`config.mk`:
```
export PLATFORM = sky130hd
export DESIGN_NAME = tcm4671_spi
export DESIGN_NICKNAME = d
export VERILOG_FILES = /design/src/rtl/tcm4671_spi.sv
export SDC_FILE = /design/constraint.sdc
export NUM_CORES = 1
export LEC_CHECK = 0
export CAP_MARGIN = 20
export CORE_ASPECT_RATIO = 0.8
export CORE_MARGIN = 10
export CORE_UTILIZATION = 50
export CTS_BUF_LIST = sky130_fd_sc_hd__clkbuf_16
export CTS_CLUSTER_DIAMETER = 60
export CTS_CLUSTER_SIZE = 16
export DETAILED_ROUTE_END_ITERATION = 8
export GPL_TIMING_DRIVEN = 0
export HOLD_SLACK_MARGIN = 0.15
export PLACE_DENSITY_LB_ADDON = 0.1
export REMOVE_ABC_BUFFERS = 1
export SYNTH_ARGS = -nofsm -noshare
export SYNTH_HDL_FRONTEND = slang
export SYNTH_SLANG_ARGS = --single-unit
```
`constraint.sdc`:
```
create_clock -name clk -period 4.3 [get_ports clk]
set_input_delay 1.29 -clock clk [delete_from_list [all_inputs] [get_ports clk]]
set_output_delay 1.29 -clock clk [all_outputs]
set_load 0.005 [all_outputs]
```
`src/rtl/tcm4671_spi.sv`:
```
// -----------------------------------------------------------------------------
// tcm4671_spi
// SPI master (mode 3) for one TMC4671 motor-control IC. A rising edge on
// `transmit` sends one 40-bit datagram:
//   [39]    writeNOTread
//   [38:32] address
//   [31:0]  data_in for writes, zero for reads
// The same shift register collects MISO at its LSB. On completion the low 32
// received bits are the register payload.
//
// Timing, with D = CLK_DIV and cycle 0 = start edge:
//   SETUP      D cycles, SCK high
//   SHIFT      40 bits, each D cycles low then D cycles high
//   HOLD       D cycles, SCK high
//   completion at cycle 82*D
//
// Parameters:
//   CLK_DIV       system clocks per SCK half-period (>= 1)
//
// Ports:
//   clk           system clock, rising edge
//   reset         synchronous active-high reset
//   transmit      start request; its rising edge starts a datagram
//   address       7-bit register address
//   writeNOTread  1 = write, 0 = read
//   data_in       32-bit write data
//   data_out      last received payload
//   SCK           SPI clock, idles high
//   MOSI          serial out, MSB first
//   MISO          serial in
//   nSCS          active-low chip select
//   done          transfer complete; held until the next accepted start
//
// Optional feature:
//   TCM4671_WRITE_READBACK_EN  when defined, data_out also loads the payload
//                              received during write datagrams.
// -----------------------------------------------------------------------------
module tcm4671_spi #(
    parameter int CLK_DIV = 2
) (
    input  logic        clk,
    input  logic        reset,
    input  logic        transmit,
    input  logic [6:0]  address,
    input  logic        writeNOTread,
    input  logic [31:0] data_in,
    output logic [31:0] data_out,
    output logic        SCK,
    output logic        MOSI,
    input  logic        MISO,
    output logic        nSCS,
    output logic        done
);

    localparam int DIV_W = (CLK_DIV > 1) ? $clog2(CLK_DIV) : 1;
    localparam logic [DIV_W-1:0] DIV_MAX = DIV_W'(CLK_DIV - 1);

    typedef enum logic [1:0] {
        ST_IDLE  = 2'd0,
        ST_SETUP = 2'd1,
        ST_SHIFT = 2'd2,
        ST_HOLD  = 2'd3
    } state_t;

    state_t            state_q, state_d;
    logic [DIV_W-1:0]  div_q, div_d;
    logic [5:0]        bit_q, bit_d;
    logic [39:0]       shift_q, shift_d;
    logic              wr_q, wr_d;
    logic              trans_q, trans_d;
    logic              sck_q, sck_d;
    logic              mosi_q, mosi_d;
    logic              nscs_q, nscs_d;
    logic              done_q, done_d;
    logic [31:0]       dout_q, dout_d;
    logic              start_s;
    logic              half_end_s;

    assign start_s    = (state_q == ST_IDLE) && transmit && !trans_q;
    assign half_end_s = (div_q == DIV_MAX);

    // Next-state and output logic for the datagram sequencer.
    always_comb begin
        state_d = state_q;
        div_d   = div_q;
        bit_d   = bit_q;
        shift_d = shift_q;
        wr_d    = wr_q;
        trans_d = transmit;   // edge detector follows the level in every state
        sck_d   = sck_q;
        mosi_d  = mosi_q;
        nscs_d  = nscs_q;
        done_d  = done_q;
        dout_d  = dout_q;

        case (state_q)
            ST_IDLE: begin
                if (start_s) begin
                    shift_d = {writeNOTread, address,
                               (writeNOTread ? data_in : 32'd0)};
                    wr_d    = writeNOTread;
                    mosi_d  = writeNOTread;   // bit 39 goes out at the start edge
                    nscs_d  = 1'b0;
                    sck_d   = 1'b1;
                    done_d  = 1'b0;
                    div_d   = {DIV_W{1'b0}};
                    state_d = ST_SETUP;
                end else begin
                    div_d   = {DIV_W{1'b0}};
                end
            end

            ST_SETUP: begin
                if (half_end_s) begin
                    // First falling edge: bit 39 is already on MOSI.
                    sck_d   = 1'b0;
                    div_d   = {DIV_W{1'b0}};
                    bit_d   = 6'd0;
                    state_d = ST_SHIFT;
                end else begin
                    div_d   = div_q + DIV_W'(1);
                end
            end

            ST_SHIFT: begin
                if (!half_end_s) begin
                    div_d = div_q + DIV_W'(1);
                end else begin
                    div_d = {DIV_W{1'b0}};
                    if (!sck_q) begin
                        // Rising edge: sample MISO, which also moves the next
                        // transmit bit into shift_q[39].
                        sck_d   = 1'b1;
                        shift_d = {shift_q[38:0], MISO};
                    end else if (bit_q == 6'd39) begin
                        // High half of the last bit finished; SCK stays high.
                        state_d = ST_HOLD;
                    end else begin
                        sck_d  = 1'b0;
                        bit_d  = bit_q + 6'd1;
                        mosi_d = shift_q[39];
                    end
                end
            end

            ST_HOLD: begin
                if (half_end_s) begin
                    state_d = ST_IDLE;
                    nscs_d  = 1'b1;
                    done_d  = 1'b1;
                    mosi_d  = 1'b0;
`ifdef TCM4671_WRITE_READBACK_EN
                    dout_d  = shift_q[31:0];
`else
                    if (!wr_q) begin
                        dout_d = shift_q[31:0];
                    end else begin
                        dout_d = dout_q;
                    end
`endif
                end else begin
                    div_d   = div_q + DIV_W'(1);
                end
            end

            default: begin
                state_d = ST_IDLE;
                sck_d   = 1'b1;
                nscs_d  = 1'b1;
                mosi_d  = 1'b0;
                div_d   = {DIV_W{1'b0}};
            end
        endcase
    end

    // State and output registers with synchronous reset.
    always_ff @(posedge clk) begin
        if (reset) begin
            state_q <= ST_IDLE;
            div_q   <= {DIV_W{1'b0}};
            bit_q   <= 6'd0;
            shift_q <= 40'd0;
            wr_q    <= 1'b0;
            trans_q <= 1'b0;
            sck_q   <= 1'b1;
            mosi_q  <= 1'b0;
            nscs_q  <= 1'b1;
            done_q  <= 1'b0;
            dout_q  <= 32'd0;
        end else begin
            state_q <= state_d;
            div_q   <= div_d;
            bit_q   <= bit_d;
            shift_q <= shift_d;
            wr_q    <= wr_d;
            trans_q <= trans_d;
            sck_q   <= sck_d;
            mosi_q  <= mosi_d;
            nscs_q  <= nscs_d;
            done_q  <= done_d;
            dout_q  <= dout_d;
        end
    end

    assign data_out = dout_q;
    assign SCK      = sck_q;
    assign MOSI     = mosi_q;
    assign nSCS     = nscs_q;
    assign done     = done_q;

endmodule

```
# Word-level counts from Yosys, hierarchy flattened
# Cells that the tools add are included.
# classes
bitwise	1
add_sub_neg	2
eq_ne	12
reduce_logical	18
muxes	34
# op_table
cell	n
two-way mux 40 bit	3
case mux 40 bit (2 select lines)	1
two-way mux 32 bit	1
two-way mux 6 bit	4
!= test 2 bit (second input constant)	8
two-way mux 1 bit	13
two-way mux 2 bit	6
case mux 6 bit (2 select lines)	1
AND reduction 6 bit	2
case mux 1 bit (3 select lines)	3
case mux 2 bit (4 select lines)	1
AND reduction 4 bit	2
adder 6 x 1 -> 6 bit (second input constant)	1
== test 6 bit (second input constant)	1
AND reduction 3 bit	2
nonzero test 2 bit	3
nonzero test 3 bit	2
AND reduction 5 bit	1
== test 2 bit (second input constant)	2
== test 2 x 1 -> 1 bit (second input constant)	1
logical AND 1 bit	2
zero test 2 bit	1
case mux 1 bit (2 select lines)	1
AND reduction 2 bit	1
4 further kinds	4
# totals
output_inout_bits	36
reg_bits	87
elab_cells	78

# Logic depth before layout (Yosys ltp)
# Gate-level depths: netlist of run 1.
# logic_depth
ltp_word	5
depth_mapped	8

# Worst setup path after synthesis of run 1
# OpenSTA, ideal clock, no wires.
# synth_path
kind	input -> register
startpoint	input port transmit
endpoint	register mosi_q, in the netlist MOSI
setup_ns	0.123
n_path_buf	0
required_ns	4.177
stages	4
path_slack_ns	1.880
t_arrival_ns	2.296
path_cell_list	nand2b_4 -> a222oi_1 -> nand3b_1 -> mux2_1
# synth_via
elab_chain_cells	4
# synth_rtl
element	line_no	text
start: declaration	43	input logic transmit,
logical AND 1 bit (2 in a row)	79	assign start_s = (state_q == ST_IDLE) && transmit && !trans_q;
!= test 2 bit (no source line)	--	
AND reduction 6 bit (no source line)	--	
end signal: assignment	198	mosi_q <= mosi_d;
end: declaration	72	logic mosi_q, mosi_d;
# No other way between the ends.
# A chain may end at the register's enable or synchronous reset.

# Worst setup path in the final report of run 1
# layout_path
startpoint	input port transmit
endpoint	register shift_q[22]
# layout_via
elab_chain_cells	4
# layout_rtl
element	line_no	text
logical AND 1 bit (2 in a row)	79	
!= test 2 bit (no source line)	--	
AND reduction 4 bit (no source line)	--	
end signal: assignment	194	shift_q <= shift_d;
end: declaration	68	logic [39:0] shift_q, shift_d;
# No other way between the ends.

==> out/qor.yml, run 1 <==
grt_pass1_wl_um: 15200
postRouteWirelength_um: 9330
setup_viol: 0
swShare: 0.363
port_buffers: 79
dpl.hpwl_um: 6250
via_count: 3271
fin_crit_sh: 0.694
crit_type: "primary input to flop"
internal_power_uw: 1900
rsz0062_at_grt: "no"
clock-root-buffer: "clkbuf_16"
status: "complete, no violations"
cts_max_path_buffers: 2
die-area_um2: 11100
initial_core_util: 0.522
htreeDepth: 3
final_core_util: 0.691
crit_path_end_kind: "flop"
drtPass1Iterations: 4
ys_seq_area_frac: 0.477
power_density_nw_per_um2: 617
hold_path_class: "flop to flop"
p_seq_frac: 0.401
nFillCells: 580
p_leak_uw: 0.00166
grt_pass1_vias: 3148
gp_congestion: 0.783
area_delta_synth_final_pct: 32.5
cp.buffers_inverters: 3
post_cts_buffers: 0
pre_cts_slack_ns: 0.970
io_pins: 80
antenna_cells: 0
hold_buffers: 0
synth_cells: 429
rows: 27
power_uw: 2980
slew-limit-headroom: 0.403
antenna_left: 0
hold_viol_final: 0
hold_ws_ns: 0.453
fin_crit_ns: 2.98
maxSlewViolCount: 0
clock_latency_ns: 0.34
first_iter_violations: 211
drive_above_1_share: 0.0665
ys_ff_latch: 87
p_sw_uw: 1080
synth_area_um2: 3650
wl_per_cell_um: 16.0
grt_max_degree: 88
vias_per_cell: 5.61
skew_ns: 0.0104
crit_slowest_cell: "a22oi_2"
yosys_warnings: 0
layout_common_cells: "87 x dfxtp_1, 78 x clkdlybuf4s50_1, 71 x nand2_1"
power_frac_clock: 0.243
max_stage_delay_ns: 0.60
postCtsResizedCells: 0
cts.clk_slew.worst_paths_ns: 0.07
cts_buffers: 9
overflow: 0
fmax_ghz: 0.335
antenna_found_initial: 0
syn_area_per_cell_um2: 8.50
crit_path_start_kind: "primary input"
cp_max_fo: 20
die_y_um: 96.4
drc: 0
synth_cell_type_count: 44
crit_family: "buffers and inverters"
final_common_cell: "dfxtp_1"
path_cells: "clkdlybuf4s50_1, nand2b_4, a22oi_2, buf_8, buf_8, nor2_1, a211oi_1"
cts_tree: "built"
power_frac_comb: 0.356
die_width_um: 116
timing.final.ws_setup_ns: 1.32
arrival_ns: 3.22
core_um2: 6990
final_nets: 540
ir_drop_mv: 0.313
cp_common_cell: "buf_8"
grt_usage: 0.169
worst_pin_slew_ns: 0.892
drv_cap: 0
clkSinkCount: 87
required_ns: 4.54
## registers in the layout, indices dropped and copies added (netlist names)
| name | flops |
|---|---|
| data_out | 32 |
| SCK | 1 |
| MOSI | 1 |
| state_q | 2 |
| bit_q | 6 |
| done | 1 |
| div_q | 1 |
| shift_q | 40 |
| wr_q | 1 |
| nSCS | 1 |
| trans_q | 1 |
## logic make-up after synthesis
| kind of cell | share of synthesized area |
|---|---|
| adders and majority gates | 0.0171 |
| and+or+nand+nor | 0.179 |
| buffers and inverters | 0.0480 |
| AOI/OAI and AO/OA | 0.254 |
| muxes | 0.0250 |
| DFF | 0.477 |
## power by group through the flow
| stage | Clock, µW | Sequential (µW) | Combinational [µW] |
|---|---|---|---|
| 2_1_floorplan | 0 | 1160 | 716 |
| 3_3_place_gp | 0 | 1190 | 937 |
| 3_5_place_dp | 0 | 1200 | 1060 |
| 4_1_cts | 742 | 1190 | 1060 |
| 5_1_grt | 774 | 1220 | 1180 |
| 6_report | 726 | 1190 | 1060 |
## synth_stat cells
master | number | area (µm²)
o21ai_0 | 4 | 20.0
or2_2 | 2 | 12.5
a221oi_1 | 1 | 8.76
nand2_1 | 71 | 267
a21o_1 | 1 | 7.51
mux2_1 | 1 | 11.3
buf_4 | 1 | 7.51
or4bb_1 | 1 | 11.3
nor4_1 | 1 | 6.26
ha_1 | 5 | 62.6
or3_1 | 1 | 6.26
buf_1 | 3 | 11.3
o21bai_1 | 1 | 7.51
buf_2 | 8 | 40.0
o21a_1 | 1 | 7.51
inv_2 | 1 | 3.75
a31oi_1 | 2 | 12.5
nor3b_1 | 2 | 15.0
o22ai_2 | 1 | 12.5
a311oi_1 | 2 | 17.5
nand3b_1 | 3 | 22.5
and2_1 | 1 | 6.26
nand3_1 | 5 | 25.0
a22oi_1 | 32 | 240
o211ai_1 | 2 | 15.0
and2b_1 | 1 | 7.51
clkbuf_1 | 24 | 90.1
a211oi_1 | 42 | 315
a22oi_2 | 1 | 12.5
a41o_1 | 1 | 10.0
dfxtp_1 | 87 | 1740
nor2b_1 | 4 | 25.0
nor3_1 | 2 | 10.0
or4_1 | 1 | 7.51
nor3b_2 | 1 | 12.5
a41oi_1 | 1 | 8.76
nand2b_1 | 3 | 18.8
a222oi_1 | 1 | 10.0
a21oi_1 | 44 | 220
inv_1 | 6 | 22.5
nand2b_4 | 1 | 13.8
nor2_1 | 47 | 176
mux2i_1 | 8 | 80.1
nand4b_1 | 1 | 8.76
## final timing paths
kind / startpoint / to / slack [ns] / cells after the start
worst max-delay path: transmit / shift_q[22]$_SDFFE_PP0P_ / 1.32 / 7
worst min-delay path: data_out[24]$_SDFFE_PP0P_ / data_out[24]$_SDFFE_PP0P_ / 0.45 / 2
worst max register to register: state_q[0]$_SDFFE_PP0P_ / shift_q[22]$_SDFFE_PP0P_ / 1.67 / 8
worst min register to register: data_out[24]$_SDFFE_PP0P_ / data_out[24]$_SDFFE_PP0P_ / 0.45 / 2
## per-stage QoR
stage | area [µm²] | std cells | TNS, ns
finish | 4830 | 583 | 0
global route | 4830 | 583 | 0
CTS | 4830 | 583 | 0
detailed placement | 4550 | 567 | 0
global placement | 4400 | 559 | -39.38
floorplan | 3500 | 393 | 0
## layout make-up
class,count,area [µm²],area share
clock buffers,9,225,0.0466
clock inverters,7,55.1,0.0114
inverters,7,26.3,0.00543
multi-input cells,299,1740,0.361
flip-flops and latches,87,1740,0.360
well taps,87,109,0.0225
repair buffers,87,935,0.193
## worst register-to-register path: cells and delay by family (launching register included)
kind	cells	cell delay (ns)
DFF	1	0.35
buffers and inverters	3	0.53
and+or+nand+nor	2	0.23
AOI/OAI and AO/OA	2	0.83
adders and majority gates	1	0.60
## metal layers
| metal | part of all wire | global-route usage |
|---|---|---|
| met5 | 0 | 0 |
| met4 | 0.0095 | 0.0579 |
| met3 | 0.091 | 0.0684 |
| met2 | 0.45 | 0.262 |
| met1 | 0.45 | 0.209 |
Note: power is estimated with default switching activity, not from simulation.
==> run 2: changes to the inputs <==
==> constraint.sdc (replaced) <==
create_clock -name clk -period 3 [get_ports clk]
set_input_delay 0.9 -clock clk [delete_from_list [all_inputs] [get_ports clk]]
set_output_delay 0.9 -clock clk [all_outputs]
set_load 0.005 [all_outputs]
==> results of run 2 <==
The final DEF is identical to that of run 1. Status: complete, no violations.
Among the figures that moved: setup slack after placement 0.970 ns -> 0.0603 ns; setup slack after layout 1.32 ns -> 0.374 ns; start point of the critical path transmit -> state_q[0]$_SDFFE_PP0P_; register-to-register setup slack 1.67 ns -> 0.37 ns; total power 2980 µW -> 4270 µW; worst IR drop on VDD 0.313 mV -> 0.448 mV
